--- src/rtl/pong_match_ctrl.sv ---
// Pong match sequencer: holds/releases the ball, keeps both scores, picks the
// serve direction and detects end of match. All outputs are registered.
module pong_match_ctrl #(
  parameter int unsigned WIN_SCORE    = 9,
  parameter int unsigned SERVE_FRAMES = 60,
  parameter int unsigned HOLD_FRAMES  = 90
) (
  input  logic       clk,
  input  logic       reset,
  input  logic       refresh_tick,
  input  logic       start,
  input  logic       miss_left,
  input  logic       miss_right,
  output logic       ball_run,
  output logic       ball_center,
  output logic       serve_dir,
  output logic [3:0] player1_score,
  output logic [3:0] player2_score,
  output logic       game_over,
  output logic       winner
);

  localparam int unsigned SCORE_W    = 4;
  localparam int unsigned MAX_FRAMES = (SERVE_FRAMES > HOLD_FRAMES) ? SERVE_FRAMES : HOLD_FRAMES;
  localparam int unsigned CNT_W      = $clog2(MAX_FRAMES + 1);
  localparam logic [SCORE_W-1:0] WIN_VAL   = SCORE_W'(WIN_SCORE);
  localparam logic [SCORE_W-1:0] SCORE_MAX = '1;

  typedef enum logic [2:0] {
    IDLE   = 3'd0,
    SERVE  = 3'd1,
    PLAY   = 3'd2,
    SCORED = 3'd3,
    OVER   = 3'd4
  } state_t;

  state_t             state_q, state_d;
  logic [CNT_W-1:0]   frame_cnt_q, frame_cnt_d;
  logic [CNT_W-1:0]   frame_inc;
  logic               start_q;
  logic               start_rise;
  logic               serve_done;
  logic               hold_done;
  logic               miss_both;
  logic               miss_any;
  logic               win_reached;

  logic               ball_run_q, ball_run_d;
  logic               ball_center_q, ball_center_d;
  logic               serve_dir_q, serve_dir_d;
  logic [SCORE_W-1:0] p1_score_q, p1_score_d;
  logic [SCORE_W-1:0] p2_score_q, p2_score_d;
  logic               game_over_q, game_over_d;
  logic               winner_q, winner_d;

  assign start_rise  = start & ~start_q;
  assign frame_inc   = frame_cnt_q + CNT_W'(1);
  assign serve_done  = refresh_tick && (frame_inc == CNT_W'(SERVE_FRAMES));
  assign hold_done   = refresh_tick && (frame_inc == CNT_W'(HOLD_FRAMES));
  assign miss_both   = miss_left & miss_right;
  assign miss_any    = miss_left | miss_right;
  assign win_reached = (p1_score_q == WIN_VAL) || (p2_score_q == WIN_VAL);

  // State and all registered outputs
  always_ff @(posedge clk) begin
    if (reset) begin
      state_q       <= IDLE;
      frame_cnt_q   <= '0;
      start_q       <= 1'b0;
      ball_run_q    <= 1'b0;
      ball_center_q <= 1'b1;
      serve_dir_q   <= 1'b1;
      p1_score_q    <= '0;
      p2_score_q    <= '0;
      game_over_q   <= 1'b0;
      winner_q      <= 1'b0;
    end else begin
      state_q       <= state_d;
      frame_cnt_q   <= frame_cnt_d;
      start_q       <= start;
      ball_run_q    <= ball_run_d;
      ball_center_q <= ball_center_d;
      serve_dir_q   <= serve_dir_d;
      p1_score_q    <= p1_score_d;
      p2_score_q    <= p2_score_d;
      game_over_q   <= game_over_d;
      winner_q      <= winner_d;
    end
  end

  // Next-state logic
  always_comb begin
    state_d = state_q;
    unique case (state_q)
      IDLE:    if (start_rise) state_d = SERVE;
      SERVE:   if (serve_done) state_d = PLAY;
      PLAY: begin
        if (miss_both)     state_d = SERVE;
        else if (miss_any) state_d = SCORED;
      end
      SCORED:  if (hold_done) state_d = win_reached ? OVER : SERVE;
      OVER:    if (start_rise) state_d = IDLE;
      default: state_d = IDLE;
    endcase
  end

  // Output/datapath next values; every state change restarts the frame count
  always_comb begin
    frame_cnt_d   = refresh_tick ? frame_inc : frame_cnt_q;
    ball_run_d    = (state_d == PLAY);
    ball_center_d = (state_d != PLAY);
    game_over_d   = (state_d == OVER);
    serve_dir_d   = serve_dir_q;
    p1_score_d    = p1_score_q;
    p2_score_d    = p2_score_q;
    winner_d      = winner_q;

    if (state_d != state_q) frame_cnt_d = '0;

    unique case (state_q)
      PLAY: begin
        if (miss_right && !miss_left) begin
          if (p1_score_q != SCORE_MAX) p1_score_d = p1_score_q + SCORE_W'(1);
          serve_dir_d = 1'b1;
        end else if (miss_left && !miss_right) begin
          if (p2_score_q != SCORE_MAX) p2_score_d = p2_score_q + SCORE_W'(1);
          serve_dir_d = 1'b0;
        end
      end
      SCORED: begin
        // The player who just scored is the one the next serve heads toward
        if (hold_done && win_reached) winner_d = ~serve_dir_q;
      end
      OVER: begin
        if (start_rise) begin
          p1_score_d  = '0;
          p2_score_d  = '0;
          serve_dir_d = 1'b1;
        end
      end
      default: ;
    endcase
  end

  assign ball_run      = ball_run_q;
  assign ball_center   = ball_center_q;
  assign serve_dir     = serve_dir_q;
  assign player1_score = p1_score_q;
  assign player2_score = p2_score_q;
  assign game_over     = game_over_q;
  assign winner        = winner_q;

endmodule

--- config.mk ---
export PLATFORM = sky130hd
export DESIGN_NAME = pong_match_ctrl
export DESIGN_NICKNAME = d
export VERILOG_FILES = /design/src/rtl/pong_match_ctrl.sv
export SDC_FILE = /design/constraint.sdc
export NUM_CORES = 1
export LEC_CHECK = 0
export BUFFER_PORTS_ARGS = -buffer_cell sky130_fd_sc_hd__clkbuf_2
export CAP_MARGIN = 20
export CORE_ASPECT_RATIO = 1.2
export CORE_UTILIZATION = 30
export CTS_BUF_LIST = sky130_fd_sc_hd__clkbuf_8
export DETAILED_ROUTE_END_ITERATION = 6
export PLACE_DENSITY = 0.57
export SLEW_MARGIN = 20
export SYNTH_ARGS = -nofsm -noshare
export SYNTH_HDL_FRONTEND = slang
export SYNTH_SLANG_ARGS = --single-unit
--- constraint.sdc ---
create_clock -name clk -period 5.05 [get_ports clk]
set_clock_uncertainty 0.05 [all_clocks]
set_input_delay 0 -clock clk [delete_from_list [all_inputs] [get_ports clk]]
set_output_delay 0 -clock clk [all_outputs]
set_load 0.05 [all_outputs]
Yosys cells after proc, flatten, opt, wreduce, memory -nomap -nowiden
Index checks and enable logic that the tools add are counted.
{"block": "classes", "n_addsub": 3, "eq_ne": 21, "n_mux": 20, "bitwise_logic": 5, "reduce_logical": 15}
{"cell": "$mux 4", "count": 6}
{"cell": "$mux 3", "count": 7}
{"cell": "$pmux 4 s2", "count": 2}
{"cell": "$pmux 3 s5", "count": 1}
{"cell": "$ne 2x2->1 const B", "count": 6}
{"cell": "$eq 3x2->1 const B", "count": 3}
{"cell": "$add 4x1->4 const B", "count": 2}
{"cell": "$eq 4x4->1 const B", "count": 2}
{"cell": "$ne 4x4->1 const B", "count": 2}
{"cell": "$add 7x1->7 const B", "count": 1}
{"cell": "$eq 7x6->1 const B", "count": 1}
{"cell": "$eq 7x7->1 const B", "count": 1}
{"cell": "$eq 3x3->1 const B", "count": 2}
{"cell": "$logic_and 1x1->1", "count": 5}
{"cell": "$reduce_and 5->1", "count": 1}
{"cell": "$reduce_and 4->1", "count": 1}
{"cell": "$eq 3x1->1 const B", "count": 1}
{"cell": "$logic_not 3->1", "count": 1}
{"cell": "$mux 1", "count": 3}
{"cell": "$ne 3x2->1 const B", "count": 1}
{"cell": "$ne 3x3->1", "count": 1}
{"cell": "$ne 3x3->1 const B", "count": 1}
{"cell": "$reduce_and 3->1", "count": 1}
{"cell": "$and 1x1->1", "count": 2}
{"cell": "8 further kinds", "count": 10}
{"block": "word_totals", "input_bits": 6, "wordCells": 74, "reg_bits": 24}

Longest topological paths before layout
Gate-level depths: netlist of run 1.
{"block": "logic_depth", "word_depth": 7, "mapped_depth": 8, "mapped_depth_nobuf": 7}

Worst setup path after synthesis of run 1
No wires, ideal clock.
{"block": "synth_timing", "path_kind": "register to register", "start": "reg p2_score_q[0], in the netlist player2_score[0]", "end": "reg winner_q, in the netlist winner", "stages_incl_launch_ff": 7, "t_required_ns": 4.930, "setup_time_ns": 0.070, "n_path_buf": 0, "arrival_ns": 1.746, "setup_slack_ns": 3.184, "synth_period_minus_slack_ns": 1.866, "path_cell_list": "dfxtp_1 ha_1 nand2_1 o21ai_0 o2111ai_1 or3_1 a21oi_1"}
{"block": "synth_between", "elab_chain_len": 4}
{"element": "from (decl)", "line_no": "52", "source": "logic [SCORE_W-1:0] p2_score_q, p2_score_d;"}
{"element": "from (signal assigned)", "line_no": "85", "source": "p2_score_q <= p2_score_d;"}
{"element": "$eq 4x4->1", "line_no": "62", "source": "assign win_reached = (p1_score_q == WIN_VAL) || (p2_score_q == WIN_VAL);"}
{"element": "$logic_or 1x1->1", "line_no": "62"}
{"element": "$logic_and 1x1->1", "line_no": "132", "source": "if (hold_done && win_reached) winner_d = ~serve_dir_q;"}
{"element": "$reduce_and 2->1 (no line)"}
{"element": "to (signal assigned)", "line_no": "87", "source": "winner_q <= winner_d;"}
{"element": "to (decl)", "line_no": "54", "source": "logic winner_q, winner_d;"}
No other way between the ends.
A chain may end at the register's enable or synchronous reset.

Worst setup path after layout of run 1
{"block": "layout_timing", "start": "reg frame_cnt_q[0]", "end": "reg winner_q, in the netlist winner"}
{"block": "layout_between", "elab_chain_len": 5}
{"element": "from (decl)", "line_no": "38", "source": "logic [CNT_W-1:0] frame_cnt_q, frame_cnt_d;"}
{"element": "from (signal assigned)", "line_no": "79", "source": "frame_cnt_q <= frame_cnt_d;"}
{"element": "$add 7x1->7", "line_no": "57", "source": "assign frame_inc = frame_cnt_q + CNT_W'(1);"}
{"element": "$eq 7x7->1", "line_no": "59", "source": "assign hold_done = refresh_tick && (frame_inc == CNT_W'(HOLD_FRAMES));"}
{"element": "$logic_and 1x1->1", "line_no": "59"}
{"element": "$logic_and 1x1->1", "line_no": "132"}
{"element": "$reduce_and 2->1 (no line)"}
No other way between the ends.

==> results.yml, run 1 <==
critical_path:
  critPathCaptureType: "flip-flop"
  crit_start: "frame_cnt_q[0]"
  worstReg2RegStart: "frame_cnt_q[0]"
  worstReg2RegEnd: "winner"
  r2r_cells: 6
  r2r_slack_ns: 2.93
  cp-start-kind: "flip-flop"
  worstSetupPathType: "reg2reg"
  crit_arrival_ns: 2.27
  crit_fanout: 10
  endpoint: "winner"
  required_ns: 5.20
drt:
  routed.top_layer: "met4"
  vias: 1265
  drc: 0
  wl_met3_um: 83
  wl_met1_mm: 1.45
  wl_met2_mm: 1.48
  drt_iter0_drc: 51
  firstDrtPassIters: 4
  antenna_left: 0
  avgViaCountPerCell: 5.21
  totalWireLength_mm: 3.07
  wl_per_cell_um: 12.6
place:
  hpwlAfterDp_mm: 2.29
  port_buffers: 18
  gp_congestion: 0.785
  post_dp_cell_area_um2: 1590
  placedCellCount: 238
global_routing:
  grt_pass1_wl_mm: 5.38
  first_global_vias: 1196
  grt_max_degree: 14
  antenna_found_initial: 0
  overflow: 0
  grt_use_total_pct: 13.1
sta:
  rsz0062_at_grt: "no"
  fin_hold_ws_ns: 0.0343
  fmax_mhz: 471
  hold_viol: 0
  setup_viol: 0
  slew_headroom_pct: 68.7
  setup-tns-final_ns: 0
  fin_crit_ns: 2.12
  slew_viol_final: 0
  fin_crit_sh_pct: 42.0
  worstMarginPinSlew_ns: 0.470
finish:
  drive_above_1_share_pct: 17.3
  antenna-diode-count: 0
  final_cells: 243
  fillers: 483
  syn2layout_area_growth_pct: 10.8
  stdcell_area_um2: 1660
  nets: 203
floorplanning:
  num_io_pins: 19
  die-area_um2: 5270
  placementRows: 27
  coreArea_um2: 4700
  fp.dieW_um: 66.4
  die_h_um: 79.3
  initial_core_util_pct: 31.8
yosys:
  ys_ff_latch: 24
  ys.flop_type: "dfxtp_1"
  syn_avg_cell_area_um2: 8.74
  ys_seq_area_share_pct: 32.1
  synthTopCellsByArea: "dfxtp_1, ha_1, xor2_1"
  synth.cell_area_um2: 1500
  synth_edf_count: 0
  synth_top_area_cell: "dfxtp_1"
  ys_types: 50
  synth_fp_nets: 188
  synthCells: 171
  synth_warnings: 0
  ys_top_cells_by_count: "dfxtp_1, nor2_1, ha_1, nand2_1, nand3_1"
  synth_top_cell_area_share_pct: 32.1
  synth.most_common_cell: "dfxtp_1"
  async_flop_share_pct: 0
cts:
  post-cts-setup-buffer-count: 0
  clk_pin_slew_ns: 0.09
  cts_tree: "yes"
  clock-root-buffer: "clkbuf_8"
  cts_sinks: 24
  clkLatencyLatePin_ns: 0.27
  cts_buffers: 3
  cts_buffer_depth: 2
  ctsHtreeMaxLevel: 1
  cts_resized: 0
power_and_ir_drop:
  p_switching_uw: 86.3
  power.density_nw_per_um2: 216
  irDropWorstVdd_mv: 0.101
  p_int_uw: 272
  power.share.switching_pct: 24.1
  p_comb_share_pct: 7.2
  seq_power_share_pct: 55.3
  leakage_uw: 0.000647
  clkPwrFrac_pct: 37.5
hold_path:
  min_path_type: "in2reg"
run_status:
  status: "completed"
job:
  maxCapViolations: 0
-- registers in the layout, indices dropped and copies added, names as in the netlist --
register       flops
frame_cnt_q        7
player1_score      4
player2_score      4
state_q            3
ball_center        1
ball_run           1
game_over          1
serve_dir          1
start_q            1
winner             1
-- kinds of logic (layout without fill, tap and decap cells) --
family,after synthesis,after routing,synth area share [%]
AO/OA/AOI/OAI,33,33,16.7
XOR/XNOR,12,12,7.03
adder cells (fa/ha/maj),11,11,9.20
buffers and inverters,17,31,6.44
flip-flops,24,24,32.1
AND/OR/NAND/NOR,74,74,28.5
-- worst min path at each step --
| stage | start | end | slack [ns] | cells past startpoint |
|---|---|---|---|---|
| global placement | start | start_q | 0.18 | 2 |
| floorplan | reset | ball_center | 0.07 | 2 |
| CTS | reset | player1_score[0] | 0.04 | 2 |
| finish | reset | game_over | 0.03 | 2 |
| global route | reset | game_over | 0.09 | 2 |
| detailed placement | start | start_q | 0.18 | 2 |
-- cell type report --
| type | count | area [um^2] | area share (%) |
|---|---|---|---|
| Timing Repair Buffer | 19 | 100 | 6.04 |
| Sequential cell | 24 | 480 | 29.0 |
| Multi-Input combinational cell | 130 | 918 | 55.4 |
| Inverter | 8 | 30.0 | 1.81 |
| Clock buffer | 4 | 55.1 | 3.32 |
| Tap cell | 58 | 72.6 | 4.38 |
-- repair_timing --
action                                 4_1_cts  5_1_grt
hold buffers                                 1        0
endpoints found under the hold margin        1        0
setup endpoints to repair                    0        0
-- through the flow --
step / power (uW) / setup WS, ns / utilization, %
global placement: 228 / 2.99 / 33.9
detailed placement: 228 / 2.94 / 33.9
global route: 372 / 2.74 / 35.3
floorplan: 222 / 3.18 / -
finish: 359 / 2.93 / 35.3
CTS: 362 / 2.91 / 35.3
-- power by group through the flow --
stage / logic [uW] / registers (uW) / clock network (uW)
final: 25.7 / 198 / 134
after global placement: 25.3 / 203 / 0
after CTS: 25.9 / 198 / 138
after global routing: 29.4 / 200 / 143
after floorplan: 23.4 / 199 / 0
after detailed placement: 25.1 / 203 / 0
-- worst max-delay path, stage by stage, from the launching register on --
cell and delay (ns):
dfxtp_1 0.55, ha_1 0.41, xnor2_1 0.13, nor4_2 0.26
o2111ai_1 0.20, or3_1 0.33, a21oi_1 0.13
-- metal layers --
metal,up-vias,global-route usage [%]
li1,641,-
met1,593,16.7
met2,24,21.6
met3,7,1.58
met4,0,6.17
met5,-,0
-- cells in the final DEF (no fill, tap or decap), types with 6 or more instances in the layout --
| cell | instances |
|---|---|
| nor2_1 | 12 |
| dfxtp_1 | 24 |
| nor3_1 | 6 |
| clkbuf_2 | 18 |
| inv_1 | 8 |
| o21ai_0 | 7 |
| ha_1 | 11 |
| nand3_1 | 10 |
| nand4_1 | 7 |
| a21oi_1 | 7 |
| xor2_1 | 8 |
| nand2_1 | 10 |
(Power assumes the default switching activity.)
==> inputs of run 2 (changes only) <==
PLACE_DENSITY = 0.59   (was 0.57)
clock period = 1.95 ns   (was 5.05 ns; I/O delays follow)
==> run 2 against run 1 <==
Via count rose by 3.2%. Count of clock-buffer cells in the layout did not move. Setup slack got worse by 2.8 ns. Power rose to 2.6 times the previous value. Die area did not move. First-iteration DRC count rose by 45%. Non-clock buffer count rose by 15. Sequential power rose to 2.5 times the previous value.
==> results.yml, run 2 (synthesis gave the netlist of run 1 again) <==
sta:
  worstMarginPinSlew_ns: 0.318
  hold_viol: 0
  setup_viol: 0
  slew_viol_final: 0
  fmax_mhz: 539
  fin_crit_ns: 1.85
  fin_crit_sh_pct: 95.1
  slew_headroom_pct: 78.8
cts:
  cts_buffers: 3
  cts_tree: "yes"
  clk_pin_slew_ns: 0.08
  cts_buffer_depth: 2
  clkLatencyLatePin_ns: 0.27
  clock-root-buffer: "clkbuf_8"
  ctsHtreeMaxLevel: 1
  cts_sinks: 24
drt:
  firstDrtPassIters: 4
  vias: 1305
  drt_iter0_drc: 74
  wl_per_cell_um: 13.1
  totalWireLength_mm: 3.37
  drc: 0
  antenna_left: 0
  avgViaCountPerCell: 5.06
finish:
  syn2layout_area_growth_pct: 20.8
  antenna-diode-count: 0
  top_register: "frame_cnt_q"
  drive_above_1_share_pct: 27.5
  final_cells: 258
  final_common_cell: "dfxtp_1"
  nets: 218
  mostFrequentLayoutCells: "dfxtp_1, clkbuf_2, buf_4"
  fillers: 473
  largest_reg_flops: 7
critical_path:
  crit_fanout: 4
  r2r_cells: 8
  critPathCaptureType: "flip-flop"
  required_ns: 2.06
  crit_start: "frame_cnt_q[0]"
  worstReg2RegStart: "frame_cnt_q[0]"
  worstReg2RegEnd: "winner"
  crit_arrival_ns: 1.96
  cp-start-kind: "flip-flop"
  endpoint: "winner"
  worstSetupPathType: "reg2reg"
  r2r_slack_ns: 0.1
floorplanning:
  coreArea_um2: 4700
  num_io_pins: 19
  initial_core_util_pct: 31.8
  placementRows: 27
  die-area_um2: 5270
  fp.dieW_um: 66.4
  die_h_um: 79.3
power_and_ir_drop:
  p_total_uw: 945
  power.share.switching_pct: 24.1
  seq_power_share_pct: 53.3
  clkPwrFrac_pct: 36.9
  power.density_nw_per_um2: 524
  p_switching_uw: 228
  p_comb_share_pct: 9.9
  p_int_uw: 718
  leakage_uw: 0.000741
  irDropWorstVdd_mv: 0.271
global_routing:
  overflow: 0
  grt_pass1_wl_mm: 5.51
  first_global_vias: 1219
  grt_max_degree: 14
  antenna_found_initial: 0
  grt_use_total_pct: 13.7
place:
  gp_congestion: 0.784
  port_buffers: 18
  placedCellCount: 252
  hpwlAfterDp_mm: 2.45
job:
  maxCapViolations: 0
run_status:
  status: "completed"
hold_path:
  min_path_type: "in2reg"
## run 2: worst min-delay path by stage
stage	startpoint	to	slack, ns	cells after the start
final	reset	winner	0.03	2
after global routing	reset	winner	0.03	2
after CTS	reset	state_q[2]	0.02	2
after detailed placement	start	start_q	0.19	2
after global placement	start	start_q	0.19	2
after floorplan	reset	ball_center	0.07	2
## run 2: per-layer routing
| layer | global-route usage (%) | up-vias | wire length, um |
|---|---|---|---|
| met2 | 24.1 | 30 | 1680 |
| li1 | - | 673 | - |
| met5 | 0 | - | 0 |
| met4 | 4.47 | 0 | 47 |
| met3 | 3.30 | 5 | 136 |
| met1 | 16.0 | 597 | 1510 |
## run 2: cell type report
cell class	instances	area, um^2	area share [%]
Tap cell	58	72.6	4.02
Multi-Input combinational cell	130	953	52.8
Timing Repair Buffer	34	213	11.8
Sequential cell	24	482	26.7
Clock buffer	4	55.1	3.05
Inverter	8	30.0	1.66
## run 2: power groups by stage
stage	registers [uW]	clock network (uW)	logic, uW
after global routing	505	377	104
after detailed placement	515	0	88.9
final	504	348	93.4
after global placement	515	0	89.9
after floorplan	515	0	60.7
after CTS	503	361	91.4
## run 2: timing repair
item	in CTS	in global routing
hold buffers	1	0
endpoints found under the hold margin	1	0
buffers inserted	0	1
setup endpoints to repair	0	7
gates resized for setup	0	10
## run 2: metrics by stage
step           worst slack, ns  util [%]  cell area (um^2)  setup TNS (ns)  hold WS [ns]
2_1_floorplan           0.0840         -              1500               0        0.0695
3_3_place_gp             0.130      36.1              1700               0         0.186
3_5_place_dp             0.112      36.1              1700               0         0.189
4_1_cts                 0.0874      37.5              1760               0        0.0238
5_1_grt                -0.0278      38.4              1810         -0.0278        0.0263
6_report                0.0952      38.4              1810               0        0.0276
## run 2: critical path, stage by stage (launching register included)
cell	delay [ns]
dfxtp_1	0.33
buf_4	0.15
and3_1	0.17
o22ai_1	0.29
buf_4	0.18
o2111ai_2	0.12
buf_4	0.17
o21ai_0	0.20
a21oi_2	0.08
==> inputs of run 3 (changes only) <==
CORE_UTILIZATION = 35   (was 30)
PLACE_DENSITY = 0.65   (was 0.59)
==> run 3 against run 2 <==
Via count barely moved. Final cell count down 3.9%. Maximum frequency is 3.1% higher. Critical path type unchanged. Cell area shrank 3.5%. Critical endpoint unchanged.
==> results.yml, run 3 (synthesis gave the netlist of run 1 again) <==
global_routing:
  grt_use_total_pct: 16.0
  antenna_found_initial: 0
  overflow: 0
  grt_max_degree: 15
  grt_pass1_wl_mm: 5.47
  first_global_vias: 1258
critical_path:
  path_cells: "ha_2 -> buf_4 -> nand2_1 -> o2bb2ai_1 -> o2111ai_1 -> or3_1 -> a21oi_1"
  cp-start-kind: "flip-flop"
  worstReg2RegEnd: "winner"
  r2r_slack_ns: 0.15
  required_ns: 2.11
  max_stage_delay_ns: 0.41
  cp_top_family: "compound AO/OA/AOI/OAI gates"
  crit_buf_inv: 1
  r2r_cells: 7
  crit_start: "frame_cnt_q[0]"
  worstSetupPathType: "reg2reg"
  crit_fanout: 7
  worstReg2RegStart: "frame_cnt_q[0]"
  crit_slowest_cell: "dfxtp_2"
  cp.depth: 7
  critPathCaptureType: "flip-flop"
  endpoint: "winner"
  crit_arrival_ns: 1.96
power_and_ir_drop:
  p_int_uw: 812
  p_comb_share_pct: 8.7
  irDropWorstVdd_mv: 0.255
  clkPwrFrac_pct: 42.7
  power.density_nw_per_um2: 598
  power.share.switching_pct: 22.0
  p_total_uw: 1040
  leakage_uw: 0.000701
  seq_power_share_pct: 48.6
  p_switching_uw: 229
drt:
  antenna_left: 0
  wl_per_cell_um: 12.8
  firstDrtPassIters: 4
  vias: 1306
  avgViaCountPerCell: 5.27
  totalWireLength_mm: 3.17
  drt_iter0_drc: 56
  drc: 0
floorplanning:
  placementRows: 25
  coreArea_um2: 4000
  die-area_um2: 4540
  initial_core_util_pct: 37.3
  fp.dieW_um: 61.7
  die_h_um: 73.6
  num_io_pins: 19
sta:
  fin_crit_ns: 1.80
  slew_viol_final: 0
  setup_viol: 0
  worstMarginPinSlew_ns: 0.363
  slew_headroom_pct: 75.8
  fin_crit_sh_pct: 92.2
  fin_hold_ws_ns: 0.0372
  rsz0062_at_grt: "no"
  hold_viol: 0
  fmax_mhz: 556
  setup-tns-final_ns: 0
finish:
  antenna-diode-count: 0
  top_register: "frame_cnt_q"
  nets: 212
  largest_reg_flops: 7
  syn2layout_area_growth_pct: 16.5
  drive_above_1_share_pct: 23.2
  mostFrequentLayoutCells: "dfxtp_1, clkbuf_2, nor2_1"
  final_common_cell: "dfxtp_1"
hold_path:
  min_path_type: "in2reg"
cts:
  cts_buffer_depth: 2
  cts_tree: "yes"
  clock-root-buffer: "clkbuf_8"
  clkLatencyLatePin_ns: 0.27
  clk_pin_slew_ns: 0.09
  ctsHtreeMaxLevel: 1
  cts_sinks: 24
  cts_buffers: 3
place:
  gp_congestion: 0.834
  hpwlAfterDp_mm: 2.30
  port_buffers: 18
run_status:
  status: "completed"
job:
  maxCapViolations: 0
## run 3: cell count changes in the layout (fill, tap and decap cells not counted), sizes merged
cell	previous run	this run
buf	15	9
bufinv	0	1
clkbuf	22	21
## run 3: worst min path at each step
stage                      from           to  slack, ns  depth (start not counted)
after detailed placement  start      start_q       0.19                          2
after CTS                 reset       winner       0.03                          2
after global placement    start      start_q       0.18                          2
after global routing      reset      start_q       0.06                          2
after floorplan           reset  ball_center       0.07                          2
final                     reset    game_over       0.04                          2
## run 3: repair_timing
item	4_1_cts	5_1_grt
gates resized for setup	1	3
pin swaps	0	2
buffers inserted	0	0
hold endpoints to repair	1	0
hold buffers	1	0
endpoints found under the setup margin	2	11
## run 3: cell type report
class | count | area [um^2]
flip-flops and latches | 24 | 483
inverters | 8 | 30.0
well taps | 54 | 67.6
fillers | 432 | 2260
multi-input cells | 130 | 922
clock buffers | 3 | 41.3
clock inverters | 1 | 30.0
repair buffers | 28 | 168
## run 3: power groups by stage
| stage | clock network [uW] | registers (uW) | logic, uW |
|---|---|---|---|
| 2_1_floorplan | 0 | 515 | 60.7 |
| 3_3_place_gp | 0 | 516 | 88.5 |
| 3_5_place_dp | 0 | 517 | 87.9 |
| 4_1_cts | 460 | 506 | 90.1 |
| 5_1_grt | 476 | 507 | 103 |
| 6_report | 445 | 506 | 90.5 |
## run 3: routing by layer
| metal | track usage, % | vias up | part of all wire [%] |
|---|---|---|---|
| met1 | 19.0 | 616 | 45 |
| met3 | 2.46 | 6 | 2.4 |
| li1 | - | 666 | - |
| met4 | 4.44 | 0 | 1.5 |
| met5 | 0 | - | 0 |
| met2 | 28.8 | 18 | 51 |
## run 3: stage by stage
stage          utilization [%]  instance area (um^2)  cells  setup slack (ns)
6_report                  43.5                  1740    248             0.151
5_1_grt                   43.5                  1740    248           0.00548
4_1_cts                   43.4                  1740    248            0.0541
3_5_place_dp              41.3                  1650    243            0.0132
3_3_place_gp              41.3                  1650    243            0.0554
2_1_floorplan                -                  1500    171            0.0840
